## config.mk

```make
export PLATFORM = sky130hd
export DESIGN_NAME = if_fetch_flat
export DESIGN_NICKNAME = d
export VERILOG_FILES = /design/src/rtl/if_fetch_if.sv /design/src/rtl/if_fetch.sv /design/src/flat_wrapper.sv
export SDC_FILE = /design/constraint.sdc
export NUM_CORES = 1
export LEC_CHECK = 0
export ABC_AREA = 1
export CORE_MARGIN = 2
export CORE_UTILIZATION = 49
export DETAILED_ROUTE_END_ITERATION = 10
export PLACE_DENSITY = 0.81
export SLEW_MARGIN = 15
export SYNTH_ARGS = -nofsm -noshare
export SYNTH_HDL_FRONTEND = slang
export SYNTH_SLANG_ARGS = --single-unit
export TNS_END_PERCENT = 5
```

## constraint.sdc

```tcl
create_clock -name clk -period 1.7 [get_ports clk]
set_input_delay 0.51 -clock clk [delete_from_list [all_inputs] [get_ports clk]]
set_output_delay 0.51 -clock clk [all_outputs]
set_load 0.1 [all_outputs]
```

## src/rtl/if_fetch_if.sv

```systemverilog
// ============================================================================
// if_fetch_if -- memory, redirect and IF/ID handshake bundle for if_fetch
// Revision: 1.0
// ============================================================================
`default_nettype none

interface if_fetch_if;
  logic        mem_req_o;
  logic [31:0] mem_addr_o;
  logic        mem_ack_i;
  logic [7:0]  mem_data_i;
  logic        jump_i;
  logic [31:0] jump_addr_i;
  logic        valid_o;
  logic        ready_i;
  logic [31:0] pc_o;
  logic [31:0] inst_o;

  modport master (
    output mem_req_o,
    output mem_addr_o,
    input  mem_ack_i,
    input  mem_data_i,
    input  jump_i,
    input  jump_addr_i,
    output valid_o,
    input  ready_i,
    output pc_o,
    output inst_o
  );

  modport slave (
    input  mem_req_o,
    input  mem_addr_o,
    output mem_ack_i,
    output mem_data_i,
    output jump_i,
    output jump_addr_i,
    input  valid_o,
    output ready_i,
    input  pc_o,
    input  inst_o
  );
endinterface

`default_nettype wire

```

## src/rtl/if_fetch.sv

```systemverilog
// ============================================================================
// if_fetch -- byte-serial instruction fetch assembling 32-bit words for IF/ID
// Revision: 1.0
// ============================================================================
`default_nettype none

module if_fetch #(
  parameter logic [31:0] RESET_PC = 32'h0000_0000
) (
  input  logic       clk,
  input  logic       rst,
  if_fetch_if.master bus
);

  typedef enum logic [0:0] {
    ST_FETCH = 1'b0,
    ST_HOLD  = 1'b1
  } state_t;

  state_t      state_q;
  logic [1:0]  cnt_q;
  logic [31:0] pc_q;
  logic [23:0] buf_q;
  logic [23:0] buf_d;
  logic        valid_q;
  logic [31:0] pc_out_q;
  logic [31:0] inst_q;
  logic        fetching;
  logic        jump_lsb_unused;

  // Requests are masked combinationally so reset silences the bus immediately.
  assign fetching   = (state_q == ST_FETCH) && !rst;

  assign bus.mem_req_o  = fetching;
  assign bus.mem_addr_o = fetching ? (pc_q + {30'd0, cnt_q}) : 32'd0;
  assign bus.valid_o    = valid_q;
  assign bus.pc_o       = pc_out_q;
  assign bus.inst_o     = inst_q;

  // Targets are word aligned; the low address bits are dropped.
  assign jump_lsb_unused = ^bus.jump_addr_i[1:0];

  always_comb begin
    buf_d = buf_q;
    case (cnt_q)
      2'd0:    buf_d[7:0]   = bus.mem_data_i;
      2'd1:    buf_d[15:8]  = bus.mem_data_i;
      2'd2:    buf_d[23:16] = bus.mem_data_i;
      default: buf_d        = buf_q;
    endcase
  end

  always_ff @(posedge clk) begin
    if (rst) begin
      state_q  <= ST_FETCH;
      cnt_q    <= 2'd0;
      pc_q     <= RESET_PC;
      buf_q    <= 24'd0;
      valid_q  <= 1'b0;
      pc_out_q <= 32'd0;
      inst_q   <= 32'd0;
    end else if (bus.jump_i) begin
      // Redirect wins over any ack this cycle; a concurrent handshake still completes.
      state_q <= ST_FETCH;
      cnt_q   <= 2'd0;
      pc_q    <= {bus.jump_addr_i[31:2], 2'b00};
      valid_q <= 1'b0;
    end else begin
      case (state_q)
        ST_FETCH: begin
          if (bus.mem_ack_i) begin
            if (cnt_q == 2'd3) begin
              inst_q   <= {bus.mem_data_i, buf_q};
              pc_out_q <= pc_q;
              valid_q  <= 1'b1;
              pc_q     <= pc_q + 32'd4;
              cnt_q    <= 2'd0;
              state_q  <= ST_HOLD;
            end else begin
              buf_q <= buf_d;
              cnt_q <= cnt_q + 2'd1;
            end
          end
        end
        ST_HOLD: begin
          if (bus.ready_i) begin
            valid_q <= 1'b0;
            state_q <= ST_FETCH;
          end
        end
      endcase
    end
  end

endmodule

`default_nettype wire

```

## src/flat_wrapper.sv

```systemverilog
// flat-port wrapper written by rule: the top's interface ports become plain ports
module if_fetch_flat 
#(
  parameter logic [31:0] RESET_PC = 32'h0000_0000
)
  (clk, rst, bus_mem_req_o, bus_mem_addr_o, bus_mem_ack_i, bus_mem_data_i, bus_jump_i, bus_jump_addr_i, bus_valid_o, bus_ready_i, bus_pc_o, bus_inst_o);
  if_fetch_if bus_i ();
  input  logic clk;
  input  logic rst;
  output wire logic [$bits(bus_i.mem_req_o)-1:0] bus_mem_req_o;
  output wire logic [$bits(bus_i.mem_addr_o)-1:0] bus_mem_addr_o;
  input wire logic [$bits(bus_i.mem_ack_i)-1:0] bus_mem_ack_i;
  input wire logic [$bits(bus_i.mem_data_i)-1:0] bus_mem_data_i;
  input wire logic [$bits(bus_i.jump_i)-1:0] bus_jump_i;
  input wire logic [$bits(bus_i.jump_addr_i)-1:0] bus_jump_addr_i;
  output wire logic [$bits(bus_i.valid_o)-1:0] bus_valid_o;
  input wire logic [$bits(bus_i.ready_i)-1:0] bus_ready_i;
  output wire logic [$bits(bus_i.pc_o)-1:0] bus_pc_o;
  output wire logic [$bits(bus_i.inst_o)-1:0] bus_inst_o;
  assign bus_mem_req_o = bus_i.mem_req_o;
  assign bus_mem_addr_o = bus_i.mem_addr_o;
  assign bus_i.mem_ack_i = bus_mem_ack_i;
  assign bus_i.mem_data_i = bus_mem_data_i;
  assign bus_i.jump_i = bus_jump_i;
  assign bus_i.jump_addr_i = bus_jump_addr_i;
  assign bus_valid_o = bus_i.valid_o;
  assign bus_i.ready_i = bus_ready_i;
  assign bus_pc_o = bus_i.pc_o;
  assign bus_inst_o = bus_i.inst_o;
  if_fetch #(.RESET_PC(RESET_PC)) u_core (.clk(clk), .rst(rst), .bus(bus_i));
endmodule
```

# --- Word level (Yosys, flattened, before mapping) ---
# Index checks and enable logic that the tools add are counted.
totals:
  mem_bits_ro: 0
  latchBits: 0
  inputBits: 45
  out_inout_bits: 98
  ff_bits: 124
  word_cells: 51
  ram_bits: 0
  memories: 0
classes:
  shift: 0
  n_reduce_logical: 14
  eq_ne: 7
  n_mul: 0
  n_lt_le_gt_ge: 0
  div: 0
  n_mux: 14
  n_addsub: 3
  bitwise: 3
op_table:
  columns: ["op", "n"]
  rows:
  - ["two-way mux 32 bit", 5]
  - ["adder 32 x 2 -> 32 bit", 1]
  - ["adder 32 x 3 -> 32 bit (second input constant)", 1]
  - ["AND reduction 5 bit", 3]
  - ["AND reduction 3 bit", 3]
  - ["!= test 2 bit (second input constant)", 4]
  - ["two-way mux 1 bit", 6]
  - ["== test 2 bit (second input constant)", 2]
  - ["case mux 1 bit (2 select lines)", 2]
  - ["AND reduction 4 bit", 1]
  - ["nonzero test 2 bit", 2]
  - ["NOT 1 bit", 3]
  - ["adder 2 x 1 -> 2 bit (second input constant)", 1]
  - ["== test 2 x 1 -> 1 bit (second input constant)", 1]
  - ["zero test 2 bit", 1]
  - ["two-way mux 2 bit", 1]
  - ["AND reduction 2 bit", 1]
  - ["OR reduction 2 bit", 1]
  - ["logical AND 1 bit", 1]
  - ["zero test 1 bit", 1]

# --- Depth between registers and ports, before layout ---
# Gate-level depths: netlist of the first run.
depth:
  ltp_word: 5
  mapped_depth: 12
  ltp_nobuf: 12

# --- Worst setup path after synthesis of the first run ---
# Ideal clock, no wire load.
synth_path:
  path_type: "input -> output"
  from: "in rst"
  to: "out bus_mem_addr_o[0]"
  t_required_ns: 1.190
  setup_slack_ns: -2.416
  arrival_ns: 3.606
  cell_stages: 4
  n_path_buf: 1
  cell_sequence: "nor2_1 -> inv_1 -> clkbuf_1 -> nor2_1"
synth_between:
  elab_chain_cells: 3
synth_rtl:
  columns: ["element", "line", "text"]
  rows:
  - ["from (decl)", "flat_wrapper.sv:9", "input logic rst;"]
  - ["zero test 1 bit", "if_fetch.sv:32", "assign fetching = (state_q == ST_FETCH) && !rst;"]
  - ["logical AND 1 bit", "if_fetch.sv:32", null]
  - ["two-way mux 32 bit", "if_fetch.sv:35", "assign bus.mem_addr_o = fetching ? (pc_q + {30'd0, cnt_q}) : 32'd0;"]
  - ["to (decl)", "flat_wrapper.sv:11", "output wire logic [$bits(bus_i.mem_addr_o)-1:0] bus_mem_addr_o;"]
# No other way between the ends.

# --- Final worst setup path of the first run ---
layout_path:
  from: "reg u_core.state_q"
  to: "out bus_mem_addr_o[28]"
layout_between:
  elab_chain_cells: 3
layout_rtl:
  columns: ["element", "line", "text"]
  rows:
  - ["from (decl)", "if_fetch.sv:20", "state_t state_q;"]
  - ["from (signal assigned)", "if_fetch.sv:55", "state_q <= ST_FETCH;"]
  - ["from (signal assigned)", "if_fetch.sv:64", "state_q <= ST_FETCH;"]
  - ["from (signal assigned)", "if_fetch.sv:78", "state_q <= ST_HOLD;"]
  - ["NOT 1 bit (no line)", null, null]
  - ["logical AND 1 bit", "if_fetch.sv:32", null]
  - ["two-way mux 32 bit", "if_fetch.sv:35", null]
# No other way between the ends.

==> results of run 1 <==
repair_timing:
action                     CTS  global route
cloned                       1             0
setup endpoints to repair   34           109
resized for setup            7            23
pin swaps                    5             2
setup buffers                3             0
hold buffers                 0             0
worst max path at each step:
stage                              end  slack, ns  cells past startpoint
detailed placement   bus_mem_addr_o[7]      -0.56                      6
global placement     bus_mem_addr_o[1]      -0.52                      6
finish              bus_mem_addr_o[28]      -0.40                      5
global route        bus_mem_addr_o[28]      -0.45                      5
CTS                  bus_mem_addr_o[8]      -0.44                      5
floorplan            bus_mem_addr_o[0]      -0.71                      4
flip-flops by register name, summed over array words and instances, names as in the netlist:
name and count:
u_core.bus.inst_o 32, u_core.bus.pc_o 30, u_core.pc_q 30, u_core.buf_q 24, u_core.cnt_q 2, u_core.bus.valid_o 1
u_core.state_q 1
area by class of cell:
type | instances | area, µm² | share of cell area (%)
timing repair buffer | 197 | 2883 | 31.41
multi-input combinational | 522 | 2778 | 30.27
sequential | 120 | 2417 | 26.34
clock buffer | 20 | 445.4 | 4.853
inverter | 86 | 330.3 | 3.599
tap | 140 | 175.2 | 1.909
clock inverter | 12 | 148.9 | 1.622
through the flow:
step                      utilization [%]  std cells
after floorplan                         -        771
after global placement              78.19       1061
after detailed placement            78.19       1061
after CTS                           84.23       1097
after global routing                84.66       1097
final                               84.66       1097
metal layers:
metal | global-route usage (%) | up-vias | routed length, µm
met4 | 16.46 | 0 | 807
met3 | 9.863 | 63 | 1626
met5 | 0 | - | 0
met1 | 39.20 | 2884 | 7668
li1 | - | 2850 | -
met2 | 59.23 | 300 | 10250
synth_stat cells, types with 2 or more instances:
cell type	n	area (µm²)
dfxtp_1	120	2402
nand2_1	120	450.4
nor2_1	120	450.4
o21ai_0	86	430.4
a21oi_1	84	420.4
inv_1	81	304.0
nand3_1	37	185.2
buf_2	18	90.09
clkbuf_1	18	67.56
nor3_1	10	50.05
a211oi_1	9	67.56
nor2_2	8	50.05
a31oi_1	6	37.54
buf_4	6	45.04
nand2_2	6	37.54
nor2_4	6	67.56
ha_1	5	62.56
inv_2	5	18.77
o211ai_1	5	37.54
nand4_1	4	25.02
xor2_1	4	35.03
a22oi_1	2	15.01
nand3b_1	2	15.01
worst max-delay path: cells and delay by family (launching register included):
kind                   cells  cell delay [ns]
DFF                        1             0.36
buffers and inverters      3             0.44
and+or+nand+nor            2             0.25
cells by family (layout without fill, tap and decap cells):
group / count (synthesis) / after routing
buf+inv: 129 / 315
compound gates: 195 / 195
other cells: 1 / 2
flops: 120 / 120
xor+xnor: 4 / 4
simple gates: 316 / 316
fa+ha+maj: 5 / 5
power groups by stage:
stage          Sequential (mW)  Combinational, mW  Clock, mW
6_report                  2.96               1.07       3.61
5_1_grt                   2.96               1.12       3.78
4_1_cts                   2.95               1.06       3.61
3_5_place_dp              3.01               1.03          0
3_3_place_gp              3.01               1.01          0
2_1_floorplan             3.02              0.582          0
==> impl_metrics.ini, run 1 <==
[synth]
ys.flop_type = dfxtp_1
synth_top_family_by_area = simple AND/OR/NAND/NOR gates
async_reset_ff_share_pct = 0
synthMuxAreaShare_pct = 0
synthDistinctLibCells = 31
synth_compound_area_share_pct = 19.01
syn_area_um2 = 5423
yosysWarnings = 0
ys_seq_elements = 120
syn-instance-count = 770
synth_edf_count = 0
syn_area_per_cell_um2 = 7.042
synth.yosys.seq_area_share_pct = 44.30
synthAdderAreaFrac_pct = 1.154
synthSimpleGateAreaFrac_pct = 25.06
synth_xor_area_share_pct = 0.6461

[hold_path]
hp-start = u_core.buf_q[8]
holdPathStages = 2
holdPathEnd = u_core.buf_q[8]
hp-class = reg -> reg

[timing]
rsz0062_at_grt = yes
finalMaxSlewViolations = 0
finClkSkew_ns = 0.008740
finalCriticalPeriod_ns = 2.097
setup_violations = 33
clock.fmax_mhz = 476.9
worst_hold_slack_ns = 0.4509
fin_setup_tns_ns = -12.16
setup_slack_ns = -0.3969
hold_viol = 0
min_period_over_period_pct = 123.3

[route]
routed_via_density = 5.558
drt_iter0_markers = 439
ant_nets = 0
first_pass_iters = 5
drc = 0
vias = 6097
post_drt_wl_per_cell_um = 18.55
wirelength_um = 20350

[global_routing]
grt_max_degree = 72
overflow = 0
grt_pass1_wl_um = 31070
grt_usage_pct = 34.43
first_global_vias = 6054
antenna_found_initial = 0

[run]
drv_cap = 0

[clocking]
cts_tree = yes
clkTransAtPathRegs_ns = 0.05
clkSinkCount = 120
cts.path.max_buffers = 2
worstSkewPairLatency_ns = 0.52
htree_levels = 4
cts_root_buf = clkbuf_8
numCtsBuffers = 17

[placed_design]
numPortBuffers = 138
pre_cts_slack_ns = -0.5561
place_congestion = 0.9772
hpwl_um = 14420
place_area_um2 = 8476

[setup_path]
worstSetupEndpointType = primary output
crit_type = reg -> out
rr_endpoint = u_core.pc_q[31]
slowest_delay_ns = 0.36
cp.arrival_ns = 1.59
r2r_cells = 10
worstPathMaxFanout = 11
reg2reg_slack_ns = 0.04
r2r_start = u_core.pc_q[23]
startpoint = u_core.state_q
worst_path_max_delay_cell = dfxtp_4
crit_required_ns = 1.19
cp-start-kind = flip-flop
crit_path_cell_trace = nor2_4 -> inv_6 -> buf_12 -> nor2_4 -> buf_12

[power_and_ir_drop]
vdd_drop_max_uv = 979.3
finalPower_mw = 7.635
power_density_nw_per_um2 = 831.9
power_switching_mw = 2.047
p_leak_nw = 3.581
p_int_mw = 5.588
switching_share_pct = 26.81
power_frac_comb_pct = 14.0
p_seq_share_pct = 38.7
clkPwrFrac_pct = 47.2

[floorplan]
rows = 38
die_y_um = 109.2
design.die.area_um2 = 11920
io_pins = 143
fp.coreArea_um2 = 10840
fp.dieW_um = 109.2
start_util_pct = 50.02

[final_layout]
final_common_cell = nand2_1
fin_nets = 994
final_cell_mix = nand2_1, dfxtp_1, buf_12
postLayoutCellArea_um2 = 9178
drive_gt1_share_pct = 27.38
fillers = 621
area_growth_pct = 69.24
antenna-diode-count = 0

[run_status]
outcome = finished, violations left
violations = setup timing
(Power assumes the default switching activity.)
==> run 2, diff against run 1 <==
--- a/config.mk
+++ b/config.mk
@@ -7,9 +7,10 @@
 export LEC_CHECK = 0
 export ABC_AREA = 1
 export CORE_MARGIN = 2
-export CORE_UTILIZATION = 49
+export CORE_UTILIZATION = 50
+export CTS_BUF_LIST = sky130_fd_sc_hd__clkbuf_8
 export DETAILED_ROUTE_END_ITERATION = 10
-export PLACE_DENSITY = 0.81
+export PLACE_DENSITY = 0.82
 export SLEW_MARGIN = 15
 export SYNTH_ARGS = -nofsm -noshare
 export SYNTH_HDL_FRONTEND = slang
==> run 2 against run 1 <==
Against the previous run:
- the run still ends with setup timing left
- count of clock-buffer cells in the layout down 2
- largest power group is now registers
- worst setup slack worse by 0.018 ns
- highest routed layer unchanged
- via count up 3.8%
==> impl_metrics.ini, run 2 (synthesized netlist as in run 1, its figures left out) <==
[run_status]
outcome = finished, violations left
violations = setup timing

[route]
drt_iter0_markers = 687
drc = 0
post_drt_wl_per_cell_um = 20.28
vias = 6328
ant_nets = 0
routed_via_density = 5.795
first_pass_iters = 7
wirelength_um = 22150

[clocking]
holdBufCountCts = 0
htree_levels = 4
cts.path.max_buffers = 2
clkTransAtPathRegs_ns = 0.08
clkSinkCount = 120
cts_root_buf = clkbuf_8
worstSkewPairLatency_ns = 0.45
cts_tree = yes
numCtsBuffers = 17

[setup_path]
cp-start-kind = primary input
rr_endpoint = u_core.pc_q[14]
critPathCapture = bus_mem_addr_o[26]
reg2reg_slack_ns = -0.08
crit_required_ns = 1.19
startpoint = rst
worstSetupEndpointType = primary output
r2r_start = u_core.pc_q[2]
cp.arrival_ns = 1.60
worstPathMaxFanout = 16
r2r_cells = 9
crit_type = in -> out

[placed_design]
place_congestion = 0.9400
place_area_um2 = 8471
pre_cts_slack_ns = -0.5483
numPortBuffers = 138
hpwl_um = 14210
placed_cells_incl_taps = 1057

[timing]
hold_viol = 0
setup_slack_ns = -0.4146
finalCriticalPeriod_ns = 2.115
min_period_over_period_pct = 124.4
clock.fmax_mhz = 472.9
setup_violations = 41
finClkSkew_ns = 0.008603
finalMaxSlewViolations = 0
rsz0062_at_grt = yes

[final_layout]
final_common_cell = nand2_1
fin_util_pct = 83.91
drive_gt1_share_pct = 26.92
fin_nets = 988
final_cell_mix = nand2_1, dfxtp_1, buf_12
postLayoutCellArea_um2 = 8976
instances_no_fill = 1092
largest_register_ffs = 32
area_growth_pct = 65.53

[floorplan]
io_pins = 143
start_util_pct = 50.69
design.die.area_um2 = 11690
rows = 38
die_y_um = 108.1
fp.dieW_um = 108.1
fp.coreArea_um2 = 10700

[run]
drv_cap = 0

[hold_path]
hp-class = reg -> reg

[global_routing]
antenna_found_initial = 1
grt_pass1_wl_um = 32930
grt_usage_pct = 36.97
overflow = 0
grt_max_degree = 65
first_global_vias = 6285

[power_and_ir_drop]
p_leak_nw = 3.464
power_density_nw_per_um2 = 745.2
vdd_drop_max_uv = 578.2
-- run 2: changes by cell type in the layout (fill, tap and decap cells not counted), moves of 4 or more --
cell	previous run	this run
clkbuf_16	16	1
o21ai_1	7	3
o21ai_0	80	84
nor2_2	10	6
clkbuf_8	3	18
buf_4	51	44
-- run 2: layout make-up --
cell class,count,area (µm²)
diodes,1,2.502
clock buffers,18,247.7
clock inverters,14,148.9
fillers,594,1722
inverters,86,327.8
multi-input cells,522,2804
flip-flops and latches,120,2411
well taps,140,175.2
repair buffers,191,2859
-- run 2: worst min-delay path by stage --
stage / startpoint / endpoint / slack, ns / cells after the start
global route: u_core.buf_q[6] / u_core.buf_q[6] / 0.49 / 2
detailed placement: u_core.buf_q[6] / u_core.buf_q[6] / 0.45 / 2
CTS: u_core.buf_q[6] / u_core.buf_q[6] / 0.46 / 2
global placement: u_core.buf_q[18] / u_core.bus.inst_o[18] / 0.44 / 2
floorplan: u_core.buf_q[11] / u_core.buf_q[11] / 0.43 / 2
finish: u_core.buf_q[6] / u_core.buf_q[6] / 0.46 / 2
-- run 2: power breakdown --
group / internal (mW) / leakage (nW) / switching (mW)
clock network: 1.35 / 0.197 / 1.31
logic: 0.389 / 2.29 / 0.687
registers: 2.88 / 0.977 / 0.0768
-- run 2: layer usage --
metal  share of wire [%]  GRT usage, %  vias to the layer above  wire [µm]
li1                    -             -                     2834          -
met3                 8.7         9.705                      127       1931
met4                 6.1         22.34                        0       1349
met5                   0             0                        -          0
met2                  49         63.48                      413      10930
met1                  36         40.92                     2954       7940
-- run 2: critical path, cell delays in order --
cell	delay [ns]
dlygate4sd2_1	0.28
nor2_4	0.20
inv_4	0.10
buf_12	0.19
nor2_4	0.13
buf_12	0.18
-- run 2: timing repair --
item                       4_1_cts  5_1_grt
gates resized for setup          4       22
buffers inserted                 0        1
setup endpoints to repair       79      121
pin swaps                        3        3
gates cloned                     0        1
-- run 2: stage by stage --
step,power (mW),setup TNS [ns],hold slack (ns)
6_report,6.689,-12.96,0.4630
5_1_grt,6.865,-14.50,0.4901
4_1_cts,6.655,-13.00,0.4591
3_5_place_dp,4.035,-60.80,0.4486
3_3_place_gp,4.003,-50.77,0.4367
2_1_floorplan,3.607,-21.52,0.4291
==> run 3, diff against run 2 <==
--- a/config.mk
+++ b/config.mk
@@ -6,11 +6,13 @@
 export NUM_CORES = 1
 export LEC_CHECK = 0
 export ABC_AREA = 1
+export CAP_MARGIN = 15
 export CORE_MARGIN = 2
 export CORE_UTILIZATION = 50
 export CTS_BUF_LIST = sky130_fd_sc_hd__clkbuf_8
 export DETAILED_ROUTE_END_ITERATION = 10
 export PLACE_DENSITY = 0.82
+export RECOVER_POWER = 50
 export SLEW_MARGIN = 15
 export SYNTH_ARGS = -nofsm -noshare
 export SYNTH_HDL_FRONTEND = slang
==> results of run 3 <==
Final layout, timing and power as in run 2 (identical DEF).
